File: config.mk
export PLATFORM = sky130hd
export DESIGN_NAME = mc_control
export DESIGN_NICKNAME = d
export VERILOG_FILES = /design/src/rtl/mc_control.sv
export SDC_FILE = /design/constraint.sdc
export NUM_CORES = 1
export LEC_CHECK = 0
export CAP_MARGIN = 10
export CORE_MARGIN = 8
export CORE_UTILIZATION = 40
export DETAILED_ROUTE_END_ITERATION = 16
export HOLD_SLACK_MARGIN = 0.05
export PLACE_DENSITY = 0.67
export SLEW_MARGIN = 20
export SYNTH_ARGS = -nofsm -noshare
export SYNTH_HDL_FRONTEND = slang
export SYNTH_SLANG_ARGS = --single-unit
File: constraint.sdc
create_clock -name clk -period 8.8 [get_ports clk]
set_input_delay 1.76 -clock clk [delete_from_list [all_inputs] [get_ports clk]]
set_output_delay 1.76 -clock clk [all_outputs]
set_load 0.005 [all_outputs]
File: src/rtl/mc_control.sv
// mc_control: multi-cycle main controller.
// Walks each instruction through FETCH/DECODE/EXEC/MEM/WB and drives the
// datapath enables and selects for the current step. It also handles the data
// memory ready handshake with a bounded wait, flags undecodable instructions
// and counts retired instructions.
//
// Memory handshake: in MEM, dm_req stays high until mem_ready is sampled high
// at a rising edge; that edge completes the access. mem_ready is ignored in
// every other state.
module mc_control #(
  parameter int MEM_TIMEOUT = 15,
  parameter int CNT_W       = 32
) (
  input  logic             clk,
  input  logic             reset,
  input  logic [5:0]       opcode,
  input  logic [5:0]       funct,
  input  logic             zero,
  input  logic             mem_ready,
  output logic             pc_wr,
  output logic             ir_wr,
  output logic [1:0]       npc_op,
  output logic [1:0]       wr_sel,
  output logic [1:0]       wd_sel,
  output logic             rf_wr,
  output logic             b_sel,
  output logic             ext_op,
  output logic [2:0]       alu_op,
  output logic             dm_req,
  output logic             dm_wr,
  output logic [2:0]       state,
  output logic             instr_done,
  output logic             illegal,
  output logic             mem_err,
  output logic [CNT_W-1:0] retired
);

  localparam int WAIT_W = (MEM_TIMEOUT > 0) ? $clog2(MEM_TIMEOUT + 1) : 1;

  typedef enum logic [2:0] {
    S_FETCH  = 3'b000,
    S_DECODE = 3'b001,
    S_EXEC   = 3'b010,
    S_MEM    = 3'b011,
    S_WB     = 3'b100,
    S_HALT   = 3'b101
  } state_e;

  typedef enum logic [3:0] {
    C_NOP, C_ADD, C_SUB, C_JR, C_ORI, C_LW, C_SW, C_LUI, C_BEQ, C_J, C_JAL, C_ILL
  } cls_e;

  state_e             state_q, state_d;
  cls_e               cls_q, cls_d;
  logic [WAIT_W-1:0]  wait_q, wait_d;
  logic               mem_err_q, mem_err_d;
  logic [CNT_W-1:0]   retired_q, retired_d;

  cls_e        dec_cls;
  logic        timeout_hit;
  logic        pc_wr_c, ir_wr_c, rf_wr_c, dm_req_c, dm_wr_c, done_c, illegal_c;
  logic [1:0]  npc_op_c, wr_sel_c, wd_sel_c;
  logic        b_sel_c, ext_op_c;
  logic [2:0]  alu_op_c;

  // ALU operation chosen by instruction class.
  function automatic logic [2:0] alu_of(cls_e c);
    case (c)
      C_ADD, C_LW, C_SW: alu_of = 3'b000;
      C_SUB:             alu_of = 3'b001;
      C_ORI:             alu_of = 3'b011;
      C_LUI:             alu_of = 3'b100;
      default:           alu_of = 3'b101;
    endcase
  endfunction

  // Immediate operand for I-type arithmetic and memory accesses.
  function automatic logic b_of(cls_e c);
    b_of = (c == C_ORI) || (c == C_LW) || (c == C_SW) || (c == C_LUI);
  endfunction

  // Only address calculations sign-extend; ori/lui use the raw immediate.
  function automatic logic ext_of(cls_e c);
    ext_of = (c == C_LW) || (c == C_SW);
  endfunction

  // Classify the live IR fields; only consumed while in DECODE.
  always_comb begin
    dec_cls = C_ILL;
    case (opcode)
      6'b000000: begin
        case (funct)
          6'b100000: dec_cls = C_ADD;
          6'b100010: dec_cls = C_SUB;
          6'b001000: dec_cls = C_JR;
          6'b000000: dec_cls = C_NOP;
          default:   dec_cls = C_ILL;
        endcase
      end
      6'b001101: dec_cls = C_ORI;
      6'b100011: dec_cls = C_LW;
      6'b101011: dec_cls = C_SW;
      6'b001111: dec_cls = C_LUI;
      6'b000100: dec_cls = C_BEQ;
      6'b000010: dec_cls = C_J;
      6'b000011: dec_cls = C_JAL;
      default:   dec_cls = C_ILL;
    endcase
  end

  // The final permitted MEM wait cycle without mem_ready ends in HALT.
  assign timeout_hit = (MEM_TIMEOUT > 0) && (wait_q == WAIT_W'(MEM_TIMEOUT - 1));

  // Next state and per-step datapath controls.
  always_comb begin
    state_d   = state_q;
    pc_wr_c   = 1'b0;
    ir_wr_c   = 1'b0;
    rf_wr_c   = 1'b0;
    dm_req_c  = 1'b0;
    dm_wr_c   = 1'b0;
    done_c    = 1'b0;
    illegal_c = 1'b0;
    npc_op_c  = 2'b00;
    wr_sel_c  = 2'b00;
    wd_sel_c  = 2'b00;
    b_sel_c   = 1'b0;
    ext_op_c  = 1'b0;
    alu_op_c  = 3'b000;
    case (state_q)
      S_FETCH: begin
        ir_wr_c = 1'b1;
        state_d = S_DECODE;
      end
      S_DECODE: begin
        case (dec_cls)
          C_J, C_JR, C_NOP, C_ILL: begin
            pc_wr_c   = 1'b1;
            done_c    = 1'b1;
            illegal_c = (dec_cls == C_ILL);
            npc_op_c  = (dec_cls == C_J)  ? 2'b10 :
                        (dec_cls == C_JR) ? 2'b11 : 2'b00;
            state_d   = S_FETCH;
          end
          C_JAL:   state_d = S_WB;
          default: state_d = S_EXEC;
        endcase
      end
      S_EXEC: begin
        alu_op_c = alu_of(cls_q);
        b_sel_c  = b_of(cls_q);
        ext_op_c = ext_of(cls_q);
        if (cls_q == C_BEQ) begin
          pc_wr_c  = 1'b1;
          npc_op_c = zero ? 2'b01 : 2'b00;
          done_c   = 1'b1;
          state_d  = S_FETCH;
        end else if ((cls_q == C_LW) || (cls_q == C_SW)) begin
          state_d = S_MEM;
        end else begin
          state_d = S_WB;
        end
      end
      S_MEM: begin
        dm_req_c = 1'b1;
        dm_wr_c  = (cls_q == C_SW);
        b_sel_c  = 1'b1;
        ext_op_c = 1'b1;
        alu_op_c = 3'b000;
        if (mem_ready) begin
          if (cls_q == C_SW) begin
            pc_wr_c = 1'b1;
            done_c  = 1'b1;
            state_d = S_FETCH;
          end else begin
            state_d = S_WB;
          end
        end else if (timeout_hit) begin
          state_d = S_HALT;
        end
      end
      S_WB: begin
        rf_wr_c  = 1'b1;
        pc_wr_c  = 1'b1;
        done_c   = 1'b1;
        alu_op_c = alu_of(cls_q);
        b_sel_c  = b_of(cls_q);
        ext_op_c = ext_of(cls_q);
        case (cls_q)
          C_ADD, C_SUB: wr_sel_c = 2'b01;
          C_LW:         wd_sel_c = 2'b01;
          C_JAL: begin
            wr_sel_c = 2'b10;
            wd_sel_c = 2'b10;
            npc_op_c = 2'b10;
          end
          default: wr_sel_c = 2'b00;
        endcase
        state_d = S_FETCH;
      end
      S_HALT:  state_d = S_HALT;
      default: state_d = S_FETCH;
    endcase
  end

  // Bookkeeping next values: class latch, MEM wait counter, error flag, counter.
  always_comb begin
    cls_d     = (state_q == S_DECODE) ? dec_cls : cls_q;
    wait_d    = ((state_q == S_MEM) && (state_d == S_MEM)) ? wait_q + WAIT_W'(1) : '0;
    mem_err_d = mem_err_q || ((state_q == S_MEM) && (state_d == S_HALT));
    retired_d = done_c ? retired_q + CNT_W'(1) : retired_q;
  end

  // Controller state register with asynchronous active-low reset.
  always_ff @(posedge clk or negedge reset) begin
    if (!reset) begin
      state_q   <= S_FETCH;
      cls_q     <= C_NOP;
      wait_q    <= '0;
      mem_err_q <= 1'b0;
      retired_q <= '0;
    end else begin
      state_q   <= state_d;
      cls_q     <= cls_d;
      wait_q    <= wait_d;
      mem_err_q <= mem_err_d;
      retired_q <= retired_d;
    end
  end

  // Enables and pulses are held low for as long as reset is asserted.
  assign pc_wr      = reset & pc_wr_c;
  assign ir_wr      = reset & ir_wr_c;
  assign rf_wr      = reset & rf_wr_c;
  assign dm_req     = reset & dm_req_c;
  assign dm_wr      = reset & dm_wr_c;
  assign instr_done = reset & done_c;
  assign illegal    = reset & illegal_c;
  assign npc_op     = npc_op_c;
  assign wr_sel     = wr_sel_c;
  assign wd_sel     = wd_sel_c;
  assign b_sel      = b_sel_c;
  assign ext_op     = ext_op_c;
  assign alu_op     = alu_op_c;
  assign state      = state_q;
  assign mem_err    = mem_err_q;
  assign retired    = retired_q;

endmodule

==> impl_metrics.yaml <==
run_status:
  outcome: "finished clean"
yosys:
  syn_area_sq_um: 2830
  ys_ff_latch: 44
  syn_inst: 302
  yosys-top-cells-count: "dfrtp_1 (44), xor2_1 (27), nand2_1 (25)"
  yosys_most_used_dff: "dfrtp_1"
  ys_async_sr_fraction_pct: 100
  yosysTopAreaCell: "dfrtp_1"
  synth_edf_count: 0
  synthesis.nets: 321
  ys_seq_area_share_pct: 39.0
  synth_top_cell_area_share_pct: 39.0
  syn_avg_cell_area_sq_um: 9.36
  yosysMostFrequentCell: "dfrtp_1"
  yosysUniqueCellTypes: 58
  yosysWarnings: 0
  synth.area.top_cells: "dfrtp_1 (39%), xor2_1 (8.4%), nor3_1 (3.9%)"
drt:
  wl_per_cell_um: 15.8
  drc_errors: 0
  num_vias: 2501
  drt-vias-per-instance: 5.43
  first_pass_iters: 4
  drt-total-wl_mm: 7.28
  ant_nets: 0
  drtIter0Drc: 183
die:
  die_h_um: 100
  top_level_ports: 70
  dieArea_sq_um: 10000
  rows: 30
  core_sq_um: 6830
  die_w_um: 100
  initial_core_util_pct: 41.4
sta:
  tightest_slew_ps: 829
  setup_violations: 0
  final-max-slew-violation-count: 0
  layout_setup_ws_ps: 2130
  hold_violations: 0
  period_needed_ps: 6670
  fin_tns_setup_ps: 0
  timing.fmax_mhz: 150
  rsz0062_at_grt: "false"
  period_share_pct: 75.8
  skew_ps: 9.17
  relSlewSlack_pct: 44.0
cells_and_area:
  fin_util_pct: 53.7
  drive_gt1_share_pct: 8.49
  nNetsFinal: 383
  antenna_cells: 0
  syn2layout_area_growth_pct: 29.8
  fin_area_sq_um: 3670
  fill_cells: 646
hold_path:
  hold_depth: 1
  hold_path.class: "flip-flop to flip-flop"
  hold_start: "retired[9]"
clock_network:
  cts_sinks: 44
  post_cts_buffers: 0
  cts_inserted_buffers: 5
  clock_tree.root_cell: "clkbuf_8"
  h-tree-depth: 2
  clock_latency_ps: 300
  clkTransAtPathRegs_ps: 90
  cts_hold_buf: 0
  ctsResizeCount: 0
  clk_path_buf_depth: 2
  cts_tree: "done"
grt:
  grt_pass1_vias: 2452
  grt-ovfl-total: 0
  grt_util_all_layers_pct: 14.7
  grt_start_max_net_pins: 46
  grt_pass1_wl_mm: 12.2
  antenna_found_initial: 0
placement:
  dpl.hpwl_mm: 5.41
  dpl_cell_area_sq_um: 3570
  pre_cts_slack_ps: 2080
  place_congestion: 0.869
  portBuffers: 69
worst_setup_path:
  worstSetupEndpointType: "output pin"
  critical_path_class: "input pin to output pin"
  reg2reg_depth: 7
  worstPathArrival_ps: 4910
  crit_required_ps: 7040
  r2r-start: "cls_q[1]"
  critPathLaunch: "opcode[2]"
  start_kind: "input pin"
  worstPathMaxFanout: 32
power_and_ir_drop:
  p_clk_share_pct: 18.3
  comb_power_share_pct: 41.0
  internal_power_mw: 0.436
  p_switching_mw: 0.299
  ir_drop_v: 0.000114
  finalPower_mw: 0.735
  pwr-share-seq_pct: 40.6
  swShare_pct: 40.7
  p_per_area_nw_per_um2: 201
  power_leakage_nw: 1.47
job:
  maxCapViolations: 0
area by class of cell:
cell class	count	area [sq um]	area share (%)
Clock buffer	7	86.3	2.35
Clock inverter	1	7.51	0.205
Inverter	12	45.0	1.23
Sequential cell	44	1100	30.0
Tap cell	96	120	3.28
Timing Repair Buffer	71	701	19.1
Multi-Input combinational cell	230	1610	43.8
worst max-delay path, stage by stage:
cell and delay, ps:
clkdlybuf4s50_1 590, or4_4 640, a2111oi_0 320, a211oi_1 140, o211a_1 260, buf_4 250
nor3_1 350, clkdlybuf4s50_1 580
kinds of logic after synthesis:
| kind of cell | share of synthesized area, % |
|---|---|
| buffers and inverters | 4.21 |
| XOR/XNOR | 11.1 |
| adder cells (fa/ha/maj) | 1.33 |
| multiplexers | 1.15 |
| flip-flops | 39.0 |
| AO/OA/AOI/OAI | 12.4 |
| AND/OR/NAND/NOR | 30.9 |
sequential cells by signal, summed over array words and instances, names as in the netlist:
name / cells
mem_err: 1
wait_q: 4
retired: 32
cls_q: 4
state: 3
layout by cell type, fill, tap and decap left out, types with 3 or more instances in the layout:
cell type,instances
nor4_2,7
nor4bb_1,4
nor4b_2,5
o21ai_0,8
nor3_1,22
and3b_1,3
clkbuf_8,6
o21ai_1,5
ha_1,3
nand3_1,15
a21o_1,3
clkdlybuf4s50_1,68
nor2_1,20
a21oi_1,8
dfrtp_1,44
xnor2_1,7
nor3b_1,6
nor2b_1,3
nand2_1,25
and3_1,3
xor2_1,27
nand4_1,4
a211oi_1,4
inv_1,12
nor4_1,7
through the flow:
stage	std cells	hold WS [ps]
after floorplan	302	454
after global placement	453	478
after detailed placement	453	480
after CTS	461	499
after global routing	461	512
final	461	489
layer usage:
metal | track usage [%] | up-vias | wire length [um]
met5 | 0 | - | 0
met4 | 3.95 | 0 | 44
met3 | 3.74 | 4 | 434
met2 | 22.5 | 57 | 3300
met1 | 19.9 | 1215 | 3500
li1 | - | 1225 | -
final timing paths:
check,end,slack [ps]
worst max-delay path,instr_done,2130
worst min-delay path,retired[9],490
worst max register to register,retired[31],5930
worst min register to register,retired[9],490
max in group asynchronous,state[2],6880
min in group asynchronous,retired[22],1530
power groups by stage:
stage | clock (mW) | sequential, mW | combinational [mW]
after floorplan | 0 | 0.269 | 0.202
after global placement | 0 | 0.300 | 0.296
after detailed placement | 0 | 0.302 | 0.300
after CTS | 0.136 | 0.298 | 0.303
after global routing | 0.145 | 0.309 | 0.336
final | 0.135 | 0.299 | 0.302
No activity file was read; power rests on OpenSTA's default activity.
